$ cat src/rtl/ccff_loader_if.sv
// ccff_loader_if: operation control, word stream and configuration chain signals
// of the bitstream loader, seen from the controller (master) and the loader (slave).
interface ccff_loader_if #(
  parameter int BITSTREAM_SIZE = 1966,
  parameter int WORD_WIDTH     = 32,
  parameter int CNT_W          = $clog2(BITSTREAM_SIZE + 2)
);
  logic                  start;
  logic                  test_mode;
  logic [WORD_WIDTH-1:0] word_data;
  logic                  word_valid;
  logic                  word_ready;
  logic                  ccff_head;
  logic                  ccff_tail;
  logic                  config_enable;
  logic                  busy;
  logic                  done;
  logic                  error;
  logic [CNT_W-1:0]      shift_count;

  modport master (
    output start, test_mode, word_data, word_valid, ccff_tail,
    input  word_ready, ccff_head, config_enable, busy, done, error, shift_count
  );

  modport slave (
    input  start, test_mode, word_data, word_valid, ccff_tail,
    output word_ready, ccff_head, config_enable, busy, done, error, shift_count
  );
endinterface

$ cat src/rtl/ccff_loader.sv
// ccff_loader: streams configuration words MSB-first into the fabric configuration
// chain, or runs a single-marker self-test that checks the chain length.
module ccff_loader #(
  parameter int BITSTREAM_SIZE = 1966,
  parameter int WORD_WIDTH     = 32,
  parameter int CNT_W          = $clog2(BITSTREAM_SIZE + 2)
) (
  input  logic         prog_clk,
  input  logic         prog_reset,
  ccff_loader_if.slave bus
);
  localparam int REQ_W  = $clog2(BITSTREAM_SIZE + WORD_WIDTH + 1);
  localparam int BITS_W = $clog2(WORD_WIDTH + 1);
  localparam logic [CNT_W-1:0]  LAST      = CNT_W'(BITSTREAM_SIZE);
  localparam logic [CNT_W-1:0]  LAST_M1   = CNT_W'(BITSTREAM_SIZE - 1);
  localparam logic [REQ_W-1:0]  REQ_LIMIT = REQ_W'(BITSTREAM_SIZE);
  localparam logic [REQ_W-1:0]  REQ_STEP  = REQ_W'(WORD_WIDTH);
  localparam logic [BITS_W-1:0] FULL_BITS = BITS_W'(WORD_WIDTH);

  typedef enum logic [1:0] {IDLE, PROG, TEST, FIN} state_t;
  state_t state, state_next;

  logic [WORD_WIDTH-1:0] shift_reg, hold_reg;
  logic [BITS_W-1:0]     shift_bits;
  logic                  hold_full;
  logic [REQ_W-1:0]      requested;
  logic [CNT_W-1:0]      launched, cnt;
  logic                  head, cfg_en, err;
  logic                  accept_start, launch, early_stop, test_end, take_word, count_en;

  always_ff @(posedge prog_clk) begin
    if (prog_reset) state <= IDLE;
    else            state <= state_next;
  end

  always_comb begin
    state_next   = state;
    accept_start = 1'b0;
    launch       = 1'b0;
    early_stop   = 1'b0;
    test_end     = 1'b0;
    case (state)
      IDLE: begin
        if (bus.start) begin
          accept_start = 1'b1;
          state_next   = bus.test_mode ? TEST : PROG;
        end
      end
      PROG: begin
        if (launched == LAST) state_next = FIN;
        else                  launch = (shift_bits != '0) || hold_full;
      end
      TEST: begin
        if (cnt == LAST) begin
          test_end   = 1'b1;
          state_next = FIN;
        end else if ((cnt != '0) && bus.ccff_tail) begin
          early_stop = 1'b1;
          state_next = FIN;
        end
      end
      FIN:     state_next = IDLE;
      default: state_next = IDLE;
    endcase
  end

  assign bus.word_ready = (state == PROG) && !hold_full && (requested < REQ_LIMIT);
  assign take_word      = bus.word_ready && bus.word_valid;
  // The shift coinciding with early-marker detection is aborted and not counted.
  assign count_en       = cfg_en && (cnt != LAST) && !early_stop;

  always_ff @(posedge prog_clk) begin
    if (prog_reset) begin
      shift_reg  <= '0;
      hold_reg   <= '0;
      shift_bits <= '0;
      hold_full  <= 1'b0;
      requested  <= '0;
      launched   <= '0;
      cnt        <= '0;
      head       <= 1'b0;
      cfg_en     <= 1'b0;
      err        <= 1'b0;
    end else begin
      cfg_en <= 1'b0;
      if (count_en) cnt <= cnt + 1'b1;
      case (state)
        IDLE: begin
          if (accept_start) begin
            err       <= 1'b0;
            cnt       <= '0;
            launched  <= '0;
            requested <= '0;
          end
        end
        PROG: begin
          if (launch) begin
            cfg_en   <= 1'b1;
            launched <= launched + 1'b1;
            if (shift_bits != '0) begin
              head <= shift_reg[WORD_WIDTH-1];
              if ((shift_bits == BITS_W'(1)) && hold_full) begin
                shift_reg  <= hold_reg;
                shift_bits <= FULL_BITS;
                hold_full  <= 1'b0;
              end else begin
                shift_reg  <= shift_reg << 1;
                shift_bits <= shift_bits - 1'b1;
              end
            end else begin
              // Shift register drained: launch straight from the holding register.
              head       <= hold_reg[WORD_WIDTH-1];
              shift_reg  <= hold_reg << 1;
              shift_bits <= FULL_BITS - 1'b1;
              hold_full  <= 1'b0;
            end
          end
          if (take_word) begin
            hold_reg  <= bus.word_data;
            hold_full <= 1'b1;
            requested <= requested + REQ_STEP;
          end
        end
        TEST: begin
          if (test_end) begin
            err <= !bus.ccff_tail;
          end else if (early_stop) begin
            err <= 1'b1;
          end else begin
            cfg_en <= !(cfg_en && (cnt == LAST_M1));
            head   <= (cnt == '0) && !cfg_en;
          end
        end
        FIN: begin
          shift_bits <= '0;
          hold_full  <= 1'b0;
        end
        default: ;
      endcase
    end
  end

  assign bus.ccff_head     = head;
  assign bus.config_enable = cfg_en;
  assign bus.busy          = (state != IDLE);
  assign bus.done          = (state == FIN);
  assign bus.error         = err;
  assign bus.shift_count   = cnt;
endmodule

$ cat src/flat_wrapper.sv
// flat-port wrapper written by rule: the top's interface ports become plain ports
module ccff_loader_flat 
#(
  parameter int BITSTREAM_SIZE = 1966,
  parameter int WORD_WIDTH     = 32,
  parameter int CNT_W          = $clog2(BITSTREAM_SIZE + 2)
)
  (prog_clk, prog_reset, bus_start, bus_test_mode, bus_word_data, bus_word_valid, bus_ccff_tail, bus_word_ready, bus_ccff_head, bus_config_enable, bus_busy, bus_done, bus_error, bus_shift_count);
  ccff_loader_if #(.BITSTREAM_SIZE(BITSTREAM_SIZE), .WORD_WIDTH(WORD_WIDTH), .CNT_W(CNT_W)) bus_i ();
  input  logic prog_clk;
  input  logic prog_reset;
  input wire logic [$bits(bus_i.start)-1:0] bus_start;
  input wire logic [$bits(bus_i.test_mode)-1:0] bus_test_mode;
  input wire logic [$bits(bus_i.word_data)-1:0] bus_word_data;
  input wire logic [$bits(bus_i.word_valid)-1:0] bus_word_valid;
  input wire logic [$bits(bus_i.ccff_tail)-1:0] bus_ccff_tail;
  output wire logic [$bits(bus_i.word_ready)-1:0] bus_word_ready;
  output wire logic [$bits(bus_i.ccff_head)-1:0] bus_ccff_head;
  output wire logic [$bits(bus_i.config_enable)-1:0] bus_config_enable;
  output wire logic [$bits(bus_i.busy)-1:0] bus_busy;
  output wire logic [$bits(bus_i.done)-1:0] bus_done;
  output wire logic [$bits(bus_i.error)-1:0] bus_error;
  output wire logic [$bits(bus_i.shift_count)-1:0] bus_shift_count;
  assign bus_i.start = bus_start;
  assign bus_i.test_mode = bus_test_mode;
  assign bus_i.word_data = bus_word_data;
  assign bus_i.word_valid = bus_word_valid;
  assign bus_i.ccff_tail = bus_ccff_tail;
  assign bus_word_ready = bus_i.word_ready;
  assign bus_ccff_head = bus_i.ccff_head;
  assign bus_config_enable = bus_i.config_enable;
  assign bus_busy = bus_i.busy;
  assign bus_done = bus_i.done;
  assign bus_error = bus_i.error;
  assign bus_shift_count = bus_i.shift_count;
  ccff_loader #(.BITSTREAM_SIZE(BITSTREAM_SIZE), .WORD_WIDTH(WORD_WIDTH), .CNT_W(CNT_W)) u_core (.prog_clk(prog_clk), .prog_reset(prog_reset), .bus(bus_i));
endmodule
$ cat config.mk
export PLATFORM = sky130hd
export DESIGN_NAME = ccff_loader_flat
export DESIGN_NICKNAME = d
export VERILOG_FILES = /design/src/rtl/ccff_loader_if.sv /design/src/rtl/ccff_loader.sv /design/src/flat_wrapper.sv
export SDC_FILE = /design/constraint.sdc
export NUM_CORES = 1
export LEC_CHECK = 0
export BUFFER_PORTS_ARGS = -buffer_cell sky130_fd_sc_hd__clkbuf_2
export CAP_MARGIN = 25
export CELL_PAD_IN_SITES_DETAIL_PLACEMENT = 1
export CELL_PAD_IN_SITES_GLOBAL_PLACEMENT = 1
export CORE_MARGIN = 5
export CORE_UTILIZATION = 35
export DETAILED_ROUTE_END_ITERATION = 10
export PLACE_DENSITY_LB_ADDON = 0.1
export RECOVER_POWER = 100
export SYNTH_ARGS = -nofsm -noshare
export SYNTH_HDL_FRONTEND = slang
export SYNTH_SLANG_ARGS = --single-unit
$ cat constraint.sdc
create_clock -name prog_clk -period 2.1 [get_ports prog_clk]
set_input_delay 0.42 -clock prog_clk [delete_from_list [all_inputs] [get_ports prog_clk]]
set_output_delay 0.42 -clock prog_clk [all_outputs]
set_load 0.02 [all_outputs]
==> flow_summary.toml <==
[critical_path]
arrival_ps = 2350
path_class = "reg2reg"
crit_start = "u_core.bus.shift_count[1]"
rr_startpoint = "u_core.bus.shift_count[1]"
worstPathRequired_ps = 2350
start_kind = "register"
endpoint_kind = "register"
path_max_fanout = 6

[clocking]
cts_made_buffers = 9
clock-sinks = 104
cts_buffer_depth = 2
cts_max_level = 3
cts_tree = "built"
path_clk_slew_ps = 80
clkLatencyLatePin_ps = 360
clockRootBuffer = "clkbuf_16"

[logic_synthesis]
yosys.area.top_type = "dfxtp_1"
netlist_area_um2 = 5250
synth.net_count = 688
ys_warn_count = 0
ys_async_sr_fraction_pct = 0
netlist-cell-type-count = 59
synth_most_common_cell = "nand2_1"
netlist_instances = 635
synthFlopType = "dfxtp_1"
ys_seq_area_share_pct = 39.7
synth_top_area_share_pct = 39.7
netlist_top_cells_area = "dfxtp_1, nand2_1, a21oi_1, mux2i_1, a211o_1"
synth_seq_cells = 104
synth_enable_flop_cells = 0
yosys-top-cells-count = "nand2_1, dfxtp_1, a21oi_1, nor2_1, mux2i_1"
synth.avg_cell_area_um2 = 8.26

[global_routing]
grtUsageTotal_pct = 16.5
grt-ovfl-total = 0
grt_pass1_vias = 4910
grt_pass1_wl_mm = 24.5
antenna_found_initial = 0
grt_max_degree = 54

[run]
drv_cap = 0

[floorplanning]
rows = 44
core_um2 = 14600
die_x_um = 132
io_pins = 55
die_area_um2 = 17500
start_util_pct = 36.0
die_y_um = 132

[drt]
drtIter0Drc = 264
drt.antenna.violating_nets = 0
drtPass1Iterations = 4
wirelength_mm = 14.5
vias_per_cell = 5.34
vias = 4803
drc = 0
wl_per_cell_um = 16.1

[pwr]
p_clk_share_pct = 30.4
p_int_mw = 3.83
p_switching_mw = 2.19
power_density_nw_per_um2 = 932
comb_power_share_pct = 32.8
finalPower_mw = 6.03
swShare_pct = 36.4
seq_power_share_pct = 36.8
leakagePower_nw = 2.30
max-vdd-ir-drop_mv = 0.509

[layout]
n_antenna_cell = 0
synthToLayoutAreaGrowth_pct = 23.2
multi_input_area_um2 = 3060
nFillCells = 1750
finalNonFillerCells = 899
seq_area_um2 = 2090
drive_gt1_share_pct = 21.5
nNetsFinal = 763
fin_area_um2 = 6460

[sta]
rsz0062_at_grt = "true"
max_slew_margin_pct = 58.7
period_share_pct = 100
final_max_slew_viol_count = 0
max_freq_mhz = 475
period_needed_ps = 2100
setup_viol = 1
skew_ps = 9.35
setup_slack_ps = -4.17
hold_viol = 0
worst_pin_slew_ps = 614

[place]
portBuffers = 54
dp.cells = 874
place_area_um2 = 5980
dp_hpwl_mm = 9.94
gp_congestion = 0.750

[outcome]
violations = "setup timing"
status = "finished, violations left"

[hold_path]
min_from = "bus_word_data[25]"
hold_path_class = "in2reg"
-- what timing repair did --
action	4_1_cts	5_1_grt
setup buffers	0	8
gates cloned	0	1
hold buffers	0	0
pin swaps	0	7
setup endpoints to repair	1	66
resized for setup	0	19
-- cell type report --
| class | count | area share, % |
|---|---|---|
| Inverter | 14 | 0.891 |
| Tap cell | 184 | 3.56 |
| Clock inverter | 7 | 1.47 |
| Timing Repair Buffer | 104 | 10.9 |
| Sequential cell | 104 | 32.4 |
| Clock buffer | 9 | 3.48 |
| Multi-Input combinational cell | 477 | 47.3 |
-- final timing paths --
kind              cells past startpoint  slack (ps)                    to
setup / recovery                      6          -4  u_core.bus.ccff_head
hold / removal                        3         270   u_core.hold_reg[25]
setup reg to reg                      6          -4  u_core.bus.ccff_head
hold reg to reg                       2         460  u_core.shift_reg[10]
-- through the flow --
stage,util (%),setup WS [ps],hold slack [ps],setup TNS (ps)
floorplan,-,-10.2,431,-10.2
CTS,43.2,-12.7,260,-12.7
global placement,41.0,37.4,444,0
detailed placement,41.0,5.84,450,0
global route,44.3,-98.0,263,-476
finish,44.3,-4.17,274,-4.17
-- power by group through the flow --
stage	registers [mW]	clock network [mW]	logic (mW)
final	2.22	1.83	1.98
after global routing	2.24	1.98	2.21
after CTS	2.22	1.89	1.86
after detailed placement	2.26	0	1.85
after global placement	2.26	0	1.78
after floorplan	2.24	0	1.19
-- critical path, stage by stage, from the launching register on --
cell and delay (ps):
dfxtp_4 360, inv_4 60, ha_4 110, or4b_4 510
o311a_4 390, a221oi_2 210, mux2_2 360
-- layer usage --
layer  global-route usage [%]  vias to the layer above  wire (µm)  share of wire (%)
met5                        0                        -          0                  0
met4                     5.54                        0        220                1.5
met3                     2.70                       15        329                2.3
met2                     27.2                       47       6790                 47
met1                     21.9                     2335       7140                 49
li1                         -                     2406          -                  -
-- cells by family after synthesis --
group / synth area share [%]
and+or+nand+nor: 22.2
adders and majority gates: 3.58
buffers and inverters: 4.41
DFF: 39.7
AOI/OAI and AO/OA: 20.8
muxes: 7.35
xor gates and xnor gates: 2.00
-- placed cells by master (no fill, tap or decap), types with 6 or more instances in the layout --
cell type,netlist,routed
nand2_1,118,117
o21ai_0,11,11
mux2i_1,34,34
buf_4,2,44
inv_1,14,12
nand4_1,9,9
nand3_1,14,14
dfxtp_1,104,99
a211o_1,31,31
clkbuf_16,0,9
nor2_1,58,58
clkbuf_2,0,47
a21oi_1,85,84
xnor2_1,11,11
clkbuf_1,29,6
ha_1,15,13
Power figures use the tool's default switching activity.
